File: src/rtl/soc_sysid_arbiter.sv
// Two-master round-robin read arbiter/sequencer for a fixed-latency read-only
// Avalon-MM slave (e.g. system ID). One slave read per grant.
module soc_sysid_arbiter #(
  parameter int unsigned ADDR_W       = 1,
  parameter int unsigned DATA_W       = 32,
  parameter int unsigned READ_LATENCY = 0
) (
  input  logic              clock,
  input  logic              reset,
  input  logic              m0_read,
  input  logic [ADDR_W-1:0] m0_address,
  output logic [DATA_W-1:0] m0_readdata,
  output logic              m0_waitrequest,
  input  logic              m1_read,
  input  logic [ADDR_W-1:0] m1_address,
  output logic [DATA_W-1:0] m1_readdata,
  output logic              m1_waitrequest,
  output logic              s_read,
  output logic [ADDR_W-1:0] s_address,
  input  logic [DATA_W-1:0] s_readdata,
  output logic              protocol_error
);

  typedef enum logic [1:0] {IDLE, ISSUE, WAIT, RESP} state_t;

  localparam logic [1:0] CNT_INIT = (READ_LATENCY > 0) ? 2'(READ_LATENCY - 1) : 2'd0;

  state_t            state;
  logic              winner;
  logic              last_served;
  logic              abandoned;
  logic [1:0]        count;
  logic [DATA_W-1:0] data_q;
  logic              winner_read;
  logic              pick;

  assign winner_read = winner ? m1_read : m0_read;
  // Both requesting: the master not served last wins; otherwise the sole requester.
  assign pick        = (m0_read && m1_read) ? ~last_served : m1_read;

  assign m0_readdata = data_q;
  assign m1_readdata = data_q;

  always_comb begin
    m0_waitrequest = 1'b1;
    m1_waitrequest = 1'b1;
    if (state == RESP && !abandoned) begin
      if (!winner && m0_read) m0_waitrequest = 1'b0;
      if (winner && m1_read)  m1_waitrequest = 1'b0;
    end
  end

  always_ff @(posedge clock or posedge reset) begin
    if (reset) begin
      state          <= IDLE;
      winner         <= 1'b0;
      last_served    <= 1'b1;
      abandoned      <= 1'b0;
      count          <= '0;
      data_q         <= '0;
      s_read         <= 1'b0;
      s_address      <= '0;
      protocol_error <= 1'b0;
    end else begin
      case (state)
        IDLE: begin
          if (m0_read || m1_read) begin
            winner    <= pick;
            s_address <= pick ? m1_address : m0_address;
            s_read    <= 1'b1;
            abandoned <= 1'b0;
            state     <= ISSUE;
          end
        end
        ISSUE: begin
          s_read <= 1'b0;
          if (!winner_read) begin
            abandoned      <= 1'b1;
            protocol_error <= 1'b1;
          end
          if (READ_LATENCY == 0) begin
            data_q <= s_readdata;
            state  <= RESP;
          end else begin
            count <= CNT_INIT;
            state <= WAIT;
          end
        end
        WAIT: begin
          if (!winner_read) begin
            abandoned      <= 1'b1;
            protocol_error <= 1'b1;
          end
          if (count == 2'd0) begin
            data_q <= s_readdata;
            state  <= RESP;
          end else begin
            count <= count - 2'd1;
          end
        end
        RESP: begin
          // An abandoned access still runs to RESP so the slave timing is uniform.
          if (!abandoned && winner_read) last_served <= winner;
          if (!winner_read) protocol_error <= 1'b1;
          state <= IDLE;
        end
        default: state <= IDLE;
      endcase
    end
  end

endmodule

File: config.mk
export PLATFORM = sky130hd
export DESIGN_NAME = soc_sysid_arbiter
export DESIGN_NICKNAME = d
export VERILOG_FILES = /design/src/rtl/soc_sysid_arbiter.sv
export SDC_FILE = /design/constraint.sdc
export NUM_CORES = 1
export LEC_CHECK = 0
export ABC_AREA = 0
export CORE_MARGIN = 8
export CORE_UTILIZATION = 43
export CTS_CLUSTER_SIZE = 10
export DETAILED_ROUTE_END_ITERATION = 10
export GPL_TIMING_DRIVEN = 1
export HOLD_SLACK_MARGIN = 0.05
export PLACE_DENSITY_LB_ADDON = 0.3
export SLEW_MARGIN = 20
export SYNTH_ARGS = -nofsm -noshare
export SYNTH_HDL_FRONTEND = slang
export SYNTH_SLANG_ARGS = --single-unit
File: constraint.sdc
create_clock -name clock -period 2.4 [get_ports clock]
set_input_delay 0.48 -clock clock [delete_from_list [all_inputs] [get_ports clock]]
set_output_delay 0.48 -clock clock [all_outputs]
set_load 0.005 [all_outputs]
* Word level (Yosys, flattened, before mapping)
Cells that the tools add are included.
** Cells by class
- Bitwise gates (word level) :: 3
- Multiplexer cells :: 17
- Reduce and logical (&&, ||, !) cells :: 23
- Add/subtract/negate cells :: 1
- Eq/ne operators :: 6
** Operator list (count)
- one-hot mux 32 bit (2 select lines) :: 1
- two-way mux 32 bit :: 1
- AND reduction 2 bit :: 7
- two-way mux 1 bit :: 10
- one-hot mux 2 bit (4 select lines) :: 1
- inequality test 2 bit (second input constant) :: 3
- nonzero test 2 bit :: 3
- logical AND 1 bit :: 5
- == test 2 bit (second input constant) :: 2
- zero test 2 bit :: 2
- two-way mux 2 bit :: 2
- one-hot mux 1 bit (2 select lines) :: 2
- NOT 1 bit :: 3
- AND reduction 3 bit :: 1
- OR reduction 3 bit :: 1
- == test 2 x 1 -> 1 bit (second input constant) :: 1
- zero test 1 bit :: 2
- OR reduction 2 bit :: 1
- subtractor 2 x 1 -> 2 bit (second input constant) :: 1
- logical OR 1 bit :: 1
** Word-level totals
- Flip-flop bits (word level) :: 42
- Word-level logic and storage cells :: 59
- Output and inout bits :: 69

* Logic depth before layout (Yosys ltp)
Gate-level depths: netlist (run 1).
- Word-level depth :: 4
- Gate-level depth with buffers :: 6
- Depth with buffers taken out :: 5

* Worst setup path before layout (run 1)
Ideal clock, no wire load.
- Kind :: reg2reg
- Start :: register state[0]
- End :: register data_q[0] (netlist: m0_readdata[0])
- Path slack :: 0.759 ns
- Path buffers :: 1
- Clock period less this slack :: 1.641 ns
- Required time :: 2.275 ns
- Cell stages (with the launch flop) :: 6
- Setup time :: 0.125 ns
- Arrival time :: 1.515 ns
- Path through :: dfrtp_1 -> inv_1 -> ha_1 -> mux2i_4 -> buf_6 -> mux2_4
** Between the ends
- Cells in the longest elaborated chain, start to end :: 3
** Ends and longest elaborated chain
- start, declared :: line 28 : state_t state;
- start signal, assigned :: line 55 : state <= IDLE;
- start signal, assigned :: line 72 : state <= ISSUE;
- start signal, assigned :: line 83 : state <= RESP;
- == test 2 bit / == test 2 x 1 -> 1 bit (equally long branches) :: line 65 : case (state)
- inequality test 2 bit (no line) / nonzero test 2 bit (equally long branches)
- AND reduction 2 bit (no line)
- end signal, assigned :: line 82 : data_q <= s_readdata;
- end signal, assigned :: line 95 : data_q <= s_readdata;
- end, declared :: line 33 : logic [DATA_W-1:0] data_q;
Several ways; a longest one is shown, not always the timed one.
A chain may end at the register's enable or synchronous reset.

* Final worst setup path (run 1)
- Start :: input port m0_read
- End :: output port m0_waitrequest
** Between the ends
- Cells in the longest elaborated chain, start to end :: 3
** Ends and longest elaborated chain
- start, declared :: line 10 : input logic m0_read,
- logical AND 1 bit :: line 48 : if (!winner && m0_read) m0_waitrequest = 1'b0;
- two-way mux 1 bit :: line 48
- two-way mux 1 bit :: line 47 : if (state == RESP && !abandoned) begin
- end, declared :: line 13 : output logic m0_waitrequest,
No other way between the ends.

==> reports/results.tsv, run 1 <==
stage	metric	value	unit
drt	DRC violations left	0	
layout	fraction of layout cells with a size suffix above 1	18.75	%
synth	largest family of logic cells by synthesized area	multiplexers	
synth	complex-gate fraction of the synthesized area	3.682	%
global_route	M3 GR Usage	4.253	%
flow_run	max cap viols	0	
timing	Worst Max-Slew Pin Slew	0.5389	ns
layout	antenna cells	0	
synth	post-synthesis sequential area ratio	49.15	%
die	Starting Density	45.03	%
synth	mapped cell area	2141	µm²
setup_path	Crit path required time	1.92	ns
timing	TNS Setup	0	ns
synth	leading area contributor after synthesis	dfrtp_1	
power_and_ir_drop	Static Leak	1.396	nW
die	chip height	86.56	µm
placed_design	PortBufs	106	
setup_path	CP Class	primary input to output port	
timing	final period utilization	90.83	%
synth	post-synthesis register bit count	42	
setup_path	crit path max fanout	7	
synth	Mapped Nets	203	
clock_tree	Hold Buf Count CTS	0	
timing	FMAX	0.4587	GHz
power_and_ir_drop	peak supply drop	0.6599	mV
synth	Synth Instances	159	
timing	clk_skew	0.007648	ns
die	core area	4755	µm²
setup_path	Worst EP arrival	1.70	ns
clock_tree	Setup Fix Bufs, Post-CTS	0	
global_route	GRT overflow	0	
drt	initial DRC count	40	
clock_tree	clk slew on worst S/H paths	0.07	ns
timing	max-slew violation count	0	
global_route	initial antenna violation count	0	
synth	Synth Area in XOR/XNOR	0.4091	%
global_route	met1 Resource Use GR	15.45	%
placed_design	pre-CTS WS	0.2365	ns
timing	Final Worst Setup Slack	0.2200	ns
timing	Final setup violation count	0	
setup_path	Setup crit end kind	output port	
die	I/O Pins	107	
synth	Post-Synth Simple-Gate Area	4.500	%
die	DIE WIDTH	86.56	µm
layout	Layout fillers	359	
placed_design	HPWL Detailed	3882	µm
placed_design	GPL Wtd Cong	0.7264	
synth	post-synth top area share	47.93	%
layout	P&R area growth vs syn	46.46	%
timing	unrepaired setup endpoints after global routing	false	
drt	DR vias/cell	4.583	
global_route	Top Usage Layer GRT	met2	
hold_path	Hold Path Class	flop to flop	
drt	routed vias	1407	
drt	post-DR wirelength/cell	16.09	µm
synth	syn_area_per_cell	13.46	µm²
run_status	status	completed	
clock_tree	CTS Sinks	42	
clock_tree	PostCTS Resize Cnt	0	
die	die area	7493	µm²
die	Std-Cell Rows	25	
layout	commonest non-fill, non-tap cell in the layout	clkdlybuf4s50_1	
synth	Post-synth ARST share	100.0	%
setup_path	critical path startpoint category	primary input	
timing	Hold Fails Final Rpt	0	
clock_tree	Clock Latency Late Sink	0.29	ns
power_and_ir_drop	P per Cell Area	1375	nW/µm²
timing	post-layout min period	2.180	ns
clock_tree	CTS Buf Count	5	
global_route	Tot GR Track Use	13.27	%
synth	most used flip-flop cell after synthesis	dfrtp_1	
drt	DR pass1 iterations	4	
clock_tree	H-tree Lvls	2	
clock_tree	Clock Tree Buf Depth	2	
drt	drt total wl	4940	µm
global_route	GR Layer Usage met2	22.43	%
global_route	vias in the first global route	1455	
timing	relative slew slack	64.07	%
global_route	first-pass GRT wire length	7783	µm
synth	top cells by area, synth	dfrtp_1 (48%), mux2_4 (21%), buf_4 (11%)	
clock_tree	Root Buffer	clkbuf_8	
drt	Final ANT Viol Nets	0	
layout	commonest cells after routing, fill and taps aside	clkdlybuf4s50_1 (106), dfrtp_1 (41), mux2_4 (30)	
layout	nets@finish	283	
synth	Synth cell types	29	
synth	Adder-Cell Fraction of Synth Area	3.507	%
synth	Post-synth EDFFs	0	
synth	post-synthesis mux area share	24.08	%
clock_tree	CTS tree	yes	
global_route	largest net degree at the start of global routing	43	
synth	synth warn	0	
## worst max-delay path: stages
cell             delay (ns)
clkdlybuf4s50_1        0.59
nand4bb_1              0.15
clkdlybuf4s50_1        0.48
## Yosys cell counts (all sizes together), types with 2 or more instances
library cell	n
buf	37
dfrtp	41
ha	6
inv	8
mux2	32
mux2i	3
nand2	7
nor2	2
nor2b	3
o21ai	5
## logic make-up (layout without fill, tap and decap cells)
kind of cell / after synthesis / after routing
simple gates: 18 / 18
flops: 42 / 42
buf+inv: 45 / 126
xor+xnor: 1 / 1
fa+ha+maj: 6 / 6
compound gates: 12 / 12
mux: 35 / 35
## cell type report
cell class / count / area (µm²) / share of cell area (%)
Multi-Input combinational cell: 72 / 774.5 / 24.70
Tap cell: 67 / 83.83 / 2.674
Clock inverter: 1 / 5.005 / 0.1596
Timing Repair Buffer: 110 / 1104 / 35.20
Sequential cell: 42 / 1052 / 33.56
Inverter: 8 / 30.03 / 0.9577
Clock buffer: 7 / 86.33 / 2.753
## worst paths after layout
kind	depth (start not counted)	to	slack, ns	from
worst max-delay path	3	m0_waitrequest	0.22	m0_read
worst min-delay path	1	protocol_error$_DFFE_PP0P_	0.48	protocol_error$_DFFE_PP0P_
worst max register to register	5	m0_readdata[3]$_DFFE_PP0P_	0.64	state[0]$_DFFE_PP0P_
worst min register to register	1	protocol_error$_DFFE_PP0P_	0.48	protocol_error$_DFFE_PP0P_
max in group asynchronous	3	last_served$_DFFE_PP1P_	1.40	reset
min in group asynchronous	3	m0_readdata[21]$_DFFE_PP0P_	0.62	reset
## through the flow
stage	area [µm²]	cells	power [mW]	hold WS (ns)	utilization [%]
finish	3136	307	4.312	0.4803	65.95
global route	3136	307	4.592	0.4888	65.95
CTS	3136	307	4.397	0.4795	65.95
detailed placement	3044	299	3.916	0.4638	64.03
global placement	3044	299	3.863	0.4608	64.03
floorplan	2141	159	2.869	0.4465	-
## power breakdown
part / switching [mW] / total, mW / internal, mW
logic: 0.763 / 2.52 / 1.75
registers: 0.283 / 1.34 / 1.06
clock network: 0.225 / 0.457 / 0.232
total: 1.27 / 4.31 / 3.04
## sequential cells by signal (all words and copies together) (netlist names)
signal          flops
m0_readdata        32
count               2
state               2
abandoned           1
last_served         1
protocol_error      1
s_address           1
s_read              1
winner              1
## routing by layer
layer | up-vias | routed length (µm)
li1 | 656 | -
met1 | 691 | 1986
met2 | 55 | 2559
met3 | 5 | 353
met4 | 0 | 40
met5 | - | 0
Power figures use the tool's default switching activity.
==> run 2: changes to the inputs <==
Settings changed: CORE_MARGIN 8 to not set.
==> run 2 against run 1 <==
Net effect: first-iteration DRC count rose by 25%; die area fell by 30%; critical path type unchanged; highest routed layer unchanged; power rose by 4.6%; maximum frequency rose by 0.45%; final cell count did not move; setup slack improved by 0.0098 ns; global-route usage rose by 4.7 points; cell area rose by 2.0%; clock skew rose by 0.0010 ns.
==> reports/results.tsv, run 2 (synthesis gave the netlist of run 1 again) <==
stage	metric	value	unit
run_status	status	completed	
setup_path	most used cell, CP	clkdlybuf4s50_1	
drt	drt total wl	4337	µm
setup_path	WP buf/inv	2	
power_and_ir_drop	Static Leak	1.424	nW
power_and_ir_drop	Int Pwr	3.252	mW
global_route	GRT overflow	0	
global_route	Tot GR Track Use	17.96	%
layout	commonest cells after routing, fill and taps aside	clkdlybuf4s50_1 (106), dfrtp_1 (41), mux2_4 (30)	
setup_path	Worst EP arrival	1.69	ns
setup_path	CP Class	primary input to output port	
setup_path	Setup crit end kind	output port	
placed_design	GPL Wtd Cong	0.7123	
setup_path	Crit path max-delay family	buffers and inverters	
drt	routed vias	1403	
power_and_ir_drop	Comb pwr share	55.1	%
clock_tree	PostCTS Resize Cnt	0	
die	DIE WIDTH	72.56	µm
timing	Worst Max-Slew Pin Slew	0.3642	ns
setup_path	Crit path required time	1.92	ns
setup_path	cell breakdown of the critical path	clkdlybuf4s50_1 -> nand4bb_1 -> clkdlybuf4s50_1	
setup_path	Crit-path slowest cell	clkdlybuf4s50_1	
placed_design	DP Cell Count	299	
power_and_ir_drop	switching share of power	27.88	%
clock_tree	Setup Fix Bufs, Post-CTS	0	
flow_run	max cap viols	0	
clock_tree	Hold Buf Count CTS	0	
placed_design	PortBufs	106	
timing	max-slew violation count	0	
layout	fin cells	307	
die	Std-Cell Rows	25	
setup_path	Reg2Reg Setup Slack	0.50	ns
setup_path	FF-to-FF path depth	5	
setup_path	critical path's largest stage delay	0.58	ns
setup_path	Reg-to-Reg Start	state[0]$_DFFE_PP0P_	
global_route	initial antenna violation count	0	
layout	Largest register FFs	32	
drt	post-DR wirelength/cell	14.13	µm
die	chip height	72.56	µm
timing	final period utilization	90.42	%
layout	antenna cells	0	
layout	Design Area, Final	3199	µm²
drt	initial DRC count	50	
layout	nets@finish	283	
drt	DR vias/cell	4.570	
timing	FMAX	0.4608	GHz
hold_path	Hold Path Class	primary input to asynchronous set/reset pin	
power_and_ir_drop	clock power share	15.2	%
clock_tree	CTS Buf Count	5	
drt	DRC violations left	0	
timing	post-layout min period	2.170	ns
power_and_ir_drop	Seq pwr share	29.6	%
die	core area	4755	µm²
drt	DR pass1 iterations	2	
drt	Final ANT Viol Nets	0	
timing	clk_skew	0.008649	ns
timing	unrepaired setup endpoints after global routing	false	
timing	Final setup violation count	0	
timing	relative slew slack	75.20	%
global_route	vias in the first global route	1372	
power_and_ir_drop	P per Cell Area	1409	nW/µm²
power_and_ir_drop	total power	4.509	mW
placed_design	Area after DPL	3057	µm²
layout	P&R area growth vs syn	49.44	%
timing	TNS Setup	0	ns
layout	fraction of layout cells with a size suffix above 1	19.17	%
die	I/O Pins	107	
power_and_ir_drop	peak supply drop	0.6558	mV
power_and_ir_drop	Sw Pwr	1.257	mW
clock_tree	CTS Sinks	42	
placed_design	HPWL Detailed	3256	µm
layout	commonest non-fill, non-tap cell in the layout	clkdlybuf4s50_1	
global_route	first-pass GRT wire length	7058	µm
setup_path	critical path startpoint category	primary input	
clock_tree	Root Buffer	clkbuf_8	
clock_tree	Clock Tree Buf Depth	2	
global_route	largest net degree at the start of global routing	38	
setup_path	crit path max fanout	7	
clock_tree	CTS tree	yes	
setup_path	Critical R2R Capture	m0_readdata[3]$_DFFE_PP0P_	
die	die area	5265	µm²
clock_tree	clk slew on worst S/H paths	0.07	ns
die	Starting Density	45.03	%
clock_tree	H-tree Lvls	2	
timing	Hold Fails Final Rpt	0	
clock_tree	Clock Latency Late Sink	0.30	ns
==> run 2: changes by cell type in the layout (fill, tap and decap cells not counted), sizes merged <==
cell | before | now
bufinv | 0 | 2
clkbuf | 7 | 6
clkinv | 2 | 1
==> run 2: power groups by stage <==
stage | clock network (mW) | logic [mW] | registers, mW
6_report | 0.687 | 2.49 | 1.34
5_1_grt | 0.730 | 2.66 | 1.39
4_1_cts | 0.702 | 2.51 | 1.34
3_5_place_dp | 0 | 2.50 | 1.35
3_3_place_gp | 0 | 2.47 | 1.34
2_1_floorplan | 0 | 1.54 | 1.33
==> run 2: final cells by class <==
cell class	instances	area, µm²
clock inverter	2	60.06
tap	67	83.83
inverter	8	30.03
sequential	42	1052
timing repair buffer	110	1116
clock buffer	6	82.58
fill	386	1555
multi-input combinational	72	774.5
==> run 2: worst max-delay path by stage <==
stage                                    start                         end  slack [ns]  depth (start not counted)
final                                  m0_read              m0_waitrequest        0.23                          3
after global routing                   m0_read              m0_waitrequest        0.17                          3
after CTS                              m0_read              m0_waitrequest        0.23                          3
after detailed placement               m0_read              m0_waitrequest        0.24                          3
after global placement                 m0_read              m0_waitrequest        0.28                          3
after floorplan           state[0]$_DFFE_PP0P_  m0_readdata[0]$_DFFE_PP0P_        0.76                          5
==> run 2: stage by stage <==
| stage | util (%) | setup slack, ns | hold slack, ns |
|---|---|---|---|
| 6_report | 67.29 | 0.2298 | 0.3942 |
| 5_1_grt | 67.29 | 0.1668 | 0.4309 |
| 2_1_floorplan | - | 0.7594 | 0.4465 |
| 3_3_place_gp | 64.29 | 0.2766 | 0.4611 |
| 3_5_place_dp | 64.29 | 0.2373 | 0.4672 |
| 4_1_cts | 67.29 | 0.2311 | 0.3928 |
==> run 2: per-layer routing <==
layer	GRT usage (%)	share of wire (%)	up-vias
met1	23.22	43	693
met5	0	0	-
met3	4.167	4.7	6
met2	29.18	50	46
li1	-	-	658
met4	7.190	1.5	0
